===== src/rtl/pipe_ctrl_pkg.sv =====
// Shared encodings and constants for the pipeline stall/flush scheduler.
package pipe_ctrl_pkg;

    typedef enum logic [1:0] {
        S_RUN  = 2'b00,
        S_WAIT = 2'b01
    } state_t;

    localparam logic [31:0] NOP_INST = 32'h0000_0000;
    localparam logic [4:0]  REG_ZERO = 5'd0;
    localparam int          WCNT_W   = 4;

endpackage


===== src/rtl/pipe_ctrl_hazard_detect.sv =====
// Load-use hazard detection: the EX load writes a register the ID instruction reads.
module hazard_detect
    import pipe_ctrl_pkg::*;
(
    input  logic [4:0] id_rs,
    input  logic [4:0] id_rt,
    input  logic       id_use_rt,
    input  logic       ex_memread,
    input  logic [4:0] ex_rt,
    output logic       lu
);

    // r0 is hardwired to zero, so a load targeting it never creates a dependency
    always_comb begin
        lu = ex_memread && (ex_rt != REG_ZERO) &&
             ((ex_rt == id_rs) || (id_use_rt && (ex_rt == id_rt)));
    end

endmodule


===== src/rtl/pipe_ctrl.sv =====
// Central stall/flush scheduler for the 5-stage pipeline.
//
// state  | meaning
// -------+-------------------------------------------------------------
// S_RUN  | fetch word available this cycle; pipeline may advance
// S_WAIT | instruction fetch outstanding; wcnt cycles remain
// 2'b1x  | illegal; all controls idle, returns to S_RUN next cycle
module pipe_ctrl
    import pipe_ctrl_pkg::*;
#(
    parameter int IMEM_WAIT = 0,
    parameter int CNT_W     = 16
) (
    input  logic             CLK,
    input  logic             Reset,
    input  logic [4:0]       id_rs,
    input  logic [4:0]       id_rt,
    input  logic             id_use_rt,
    input  logic             id_jump,
    input  logic             ex_memread,
    input  logic [4:0]       ex_rt,
    input  logic             ex_branch,
    input  logic             ex_zero,
    output logic             stall,
    output logic             ifid_hold,
    output logic             ifid_flush,
    output logic             idex_bubble,
    output logic [1:0]       ctrl_state,
    output logic [CNT_W-1:0] stall_cnt
);

    localparam bit                HAS_WAIT = (IMEM_WAIT > 0);
    localparam logic [WCNT_W-1:0] WAIT_LD  = WCNT_W'(IMEM_WAIT);
    localparam state_t            RST_ST   = HAS_WAIT ? S_WAIT : S_RUN;

    state_t            state, state_nxt;
    logic [WCNT_W-1:0] wcnt, wcnt_nxt;
    logic              br_taken;
    logic              lu;
    logic              restart;
    logic              stall_i, hold_i, flush_i, bubble_i;

    hazard_detect u_hazard (
        .id_rs      (id_rs),
        .id_rt      (id_rt),
        .id_use_rt  (id_use_rt),
        .ex_memread (ex_memread),
        .ex_rt      (ex_rt),
        .lu         (lu)
    );

    assign br_taken   = ex_branch & ex_zero;
    assign ctrl_state = state;

    // Next-state, wait-count and raw control decode; priority br > lu > jump > wait
    always_comb begin
        stall_i   = 1'b0;
        hold_i    = 1'b0;
        flush_i   = 1'b0;
        bubble_i  = 1'b0;
        restart   = 1'b0;
        state_nxt = S_RUN;
        wcnt_nxt  = wcnt;
        case (state)
            S_RUN: begin
                if (br_taken) begin
                    flush_i  = 1'b1;
                    bubble_i = 1'b1;
                    restart  = 1'b1;
                end else if (lu) begin
                    // fetched word is kept in IF/ID, so no new fetch starts
                    stall_i  = 1'b1;
                    hold_i   = 1'b1;
                    bubble_i = 1'b1;
                end else if (id_jump) begin
                    flush_i  = 1'b1;
                    restart  = 1'b1;
                end else begin
                    restart  = 1'b1;
                end
                if (restart && HAS_WAIT) begin
                    state_nxt = S_WAIT;
                    wcnt_nxt  = WAIT_LD;
                end
            end
            S_WAIT: begin
                stall_i   = 1'b1;
                flush_i   = 1'b1;
                state_nxt = S_WAIT;
                if (br_taken) begin
                    // fetch restarts at the branch target
                    bubble_i = 1'b1;
                    wcnt_nxt = WAIT_LD;
                end else if (id_jump && !lu) begin
                    wcnt_nxt = WAIT_LD;
                end else begin
                    if (lu) begin
                        // only case where hold beats flush: the ID instruction must survive
                        hold_i   = 1'b1;
                        flush_i  = 1'b0;
                        bubble_i = 1'b1;
                    end
                    wcnt_nxt = wcnt - 1'b1;
                    if (wcnt <= WCNT_W'(1)) begin
                        state_nxt = S_RUN;
                    end
                end
            end
            default: begin
                state_nxt = S_RUN;
            end
        endcase
    end

    // Reset forces a safe pipeline: PC held, IF/ID and ID/EX loaded with NOPs
    always_comb begin
        if (Reset) begin
            stall       = 1'b1;
            ifid_hold   = 1'b0;
            ifid_flush  = 1'b1;
            idex_bubble = 1'b1;
        end else begin
            stall       = stall_i;
            ifid_hold   = hold_i;
            ifid_flush  = flush_i;
            idex_bubble = bubble_i;
        end
    end

    // FSM state and fetch wait counter
    always_ff @(posedge CLK or posedge Reset) begin
        if (Reset) begin
            state <= RST_ST;
            wcnt  <= WAIT_LD;
        end else begin
            state <= state_nxt;
            wcnt  <= wcnt_nxt;
        end
    end

    // Saturating count of stalled cycles
    always_ff @(posedge CLK or posedge Reset) begin
        if (Reset) begin
            stall_cnt <= '0;
        end else if (stall_i && (stall_cnt != {CNT_W{1'b1}})) begin
            stall_cnt <= stall_cnt + 1'b1;
        end
    end

endmodule


===== config.mk =====
export PLATFORM = sky130hd
export DESIGN_NAME = pipe_ctrl
export DESIGN_NICKNAME = d
export VERILOG_FILES = /design/src/rtl/pipe_ctrl_pkg.sv /design/src/rtl/pipe_ctrl_hazard_detect.sv /design/src/rtl/pipe_ctrl.sv
export SDC_FILE = /design/constraint.sdc
export NUM_CORES = 1
export LEC_CHECK = 0
export CAP_MARGIN = 10
export CORE_MARGIN = 2
export CORE_UTILIZATION = 41
export DETAILED_ROUTE_END_ITERATION = 16
export PLACE_DENSITY = 0.76
export SYNTH_ARGS = -nofsm -noshare
export SYNTH_HDL_FRONTEND = slang
export SYNTH_HIERARCHICAL = 1
export SYNTH_SLANG_ARGS = --single-unit

===== constraint.sdc =====
create_clock -name CLK -period 2.15 [get_ports CLK]
set_input_delay 0.43 -clock CLK [delete_from_list [all_inputs] [get_ports CLK]]
set_output_delay 0.43 -clock CLK [all_outputs]
set_load 0.005 [all_outputs]

==> metrics.txt <==
GP Congestion=0.737; Fillers=252; initial DRC count=28; Post-Synthesis Cells=123; drt first pass iters=4; initial core utilization=42.8%; Cell Pwr Density=419 nW/um^2; total CTS buffers=3; Yosys warning count=6; fin nets=209; Final period util=103%; cell taking the most area after synthesis=dfrtp_1; Ant. Diodes=0; DR vias=1182; Synth Register Bits=21; drt total wl=3250 um; CTS root buf=clkbuf_4; element type at the critical path start=input pin; Die H=60.2 um; first-pass GRT wire length=5210 um; count leader, synth=dfrtp_1; register area=526 um^2; setup ws final=-0.0708 ns; fmax=450 MHz; VDD IR max=0.268 mV; Yosys top cell area share=40.6%; Final Cell Area=2020 um^2; worst path arrival time=1.79 ns; CP Capture Type=output port; GRT Total Usage=19.6%; Netlist cell types=41; RSZ-0062 raised after global routing=yes; area grow syn2layout=55.7%; layout cells sized above 1=34.4%; status=complete, but fails checks; CTS Buffer Depth=2; number of global-route vias before repair=1172; Sink Count=21; Max-cap violations=0; Main synth FF type=dfrtp_1; CP Class=in -> out; # port buffers=42; die width=60.2 um; Multi-input gate area=876 um^2; smallest hold slack=0.483 ns; DPL Wire Length=2500 um; Post-synth EDFFs=0; synthesized cell area=1290 um^2; Pwr Total=845 uW; Setup Viol. Count Final=3; LEAKAGE=0.952 nW; H-tree depth=1; final hold vios=0; GR Overflow Total=0; routed length per instance=14.3 um; vias per cell=5.21; antenna-violating nets left=0; core box area=3030 um^2; register area share after synthesis=40.6%; # DRC=0; Setup Skew=0.0207 ns; Site Rows=20; Async S/R FF share, synth=100%; setup TNS=-0.145 ns; WP data required=1.72 ns; crit path max fanout=3; Post-synth top cells=dfrtp_1 (21), xor2_1 (17), o21ai_0 (8), nor2_1 (7); syn nets=148; HP Class=in -> async; area of the die=3620 um^2; post-layout minimum cycle time=2.22 ns; Layout Cells excl Fill=227; Placed Area=1880 um^2; largest net degree at the start of global routing=22; violated checks=negative setup slack; dpl cells=220; largest cells by area after synthesis=dfrtp_1 (41%), xor2_1 (11%), xnor2_1 (3.4%); Synth Area per Inst=10.5 um^2; Ports=44; worst skew pair latency=0.33 ns; Slew Viols, Final=0; CTS tree=built; antenna violations before repair=0; clk slew on worst S/H paths=0.14 ns
## where the power goes
group          leakage [nW]  internal, mW  switching (mW)  total [mW]
clock network        0.0139        0.0712           0.136       0.208
registers             0.273         0.415          0.0343       0.449
logic                 0.664         0.113          0.0749       0.188
## worst paths after layout
| kind | startpoint | end | slack [ns] | cells past startpoint |
|---|---|---|---|---|
| max in group asynchronous | Reset | stall_cnt[10] | 1.43 | 3 |
| worst max register to register | stall_cnt[0] | stall_cnt[5] | 0.18 | 6 |
| min in group CLK | wcnt[3] | wcnt[3] | 0.52 | 1 |
| worst min register to register | wcnt[3] | wcnt[3] | 0.52 | 1 |
| worst min-delay path | Reset | stall_cnt[0] | 0.48 | 3 |
| worst max-delay path | ex_rt[1] | stall | -0.07 | 9 |
## stage by stage
step	setup WS, ns	util, %
2_1_floorplan	-0.0816	-
3_3_place_gp	-0.754	62.2
3_5_place_dp	-0.845	62.2
4_1_cts	-0.0411	64.7
5_1_grt	-0.113	66.6
6_report	-0.0708	66.6
## cell families (layout without fill, tap and decap cells)
family | after synthesis | count (layout) | share of synthesized area (%)
simple gates | 45 | 45 | 24.9
xor+xnor | 22 | 22 | 14.9
flops | 21 | 21 | 40.6
compound gates | 19 | 19 | 10.0
buf+inv | 8 | 68 | 2.61
mux | 4 | 4 | 3.77
fa+ha+maj | 3 | 3 | 2.90
other cells | 1 | 1 | 0.290
## final cells by class
type                            instances  share of cell area, %
Tap cell                               44                   2.73
Inverter                                6                   1.12
Multi-Input combinational cell         94                   43.4
Clock inverter                          1                  0.372
Clock buffer                            3                   1.12
Sequential cell                        21                   26.1
Timing Repair Buffer                   58                   25.2
## critical path: stages
cell and delay, ns:
buf_2 0.13, xor2_2 0.19, nor3_2 0.20, nand3_1 0.13, a21oi_2 0.21, a21boi_4 0.22
nor2_2 0.06, nand2_1 0.10, buf_2 0.12
## cell usage in the layout, fill, tap and decap left out, types with 2 or more instances in the layout
master           synthesis  routed
buf_2                    0       8
buf_4                    1      15
buf_6                    0       7
clkbuf_4                 0       3
clkdlybuf4s15_1          0       2
clkdlybuf4s50_1          0      23
dfrtp_1                 21      21
dlygate4sd2_1            0       3
ha_1                     3       3
inv_1                    6       6
mux2_2                   3       3
nand2_1                  6       6
nand2b_1                 2       2
nand3_1                  5       5
nand4_4                  2       2
nor2_1                   7       6
nor2_2                   1       2
nor3_1                   6       4
nor4_2                   1       2
nor4_4                   1       3
nor4b_2                  2       2
o21ai_0                  8       7
o21ai_2                  0       2
xnor2_1                  5       5
xor2_1                  17      15
xor2_2                   0       2
## per-layer routing
metal | GRT usage [%] | up-vias | part of all wire (%)
met5 | 0 | - | 0
met2 | 33.5 | 44 | 52
met4 | 11.7 | 0 | 3.7
met3 | 2.16 | 10 | 4.2
li1 | - | 560 | -
met1 | 23.4 | 568 | 40
## timing repair
item / 4_1_cts / 5_1_grt
pin swaps: 21 / 8
setup buffers: 6 / 1
hold buffers: 0 / 0
setup endpoints to repair: 22 / 12
gates resized for setup: 81 / 11
## flip-flops by register name, indices dropped and copies added (netlist names)
register / cells
ctrl_state: 1
stall_cnt: 16
wcnt: 4
Power figures use the tool's default switching activity.
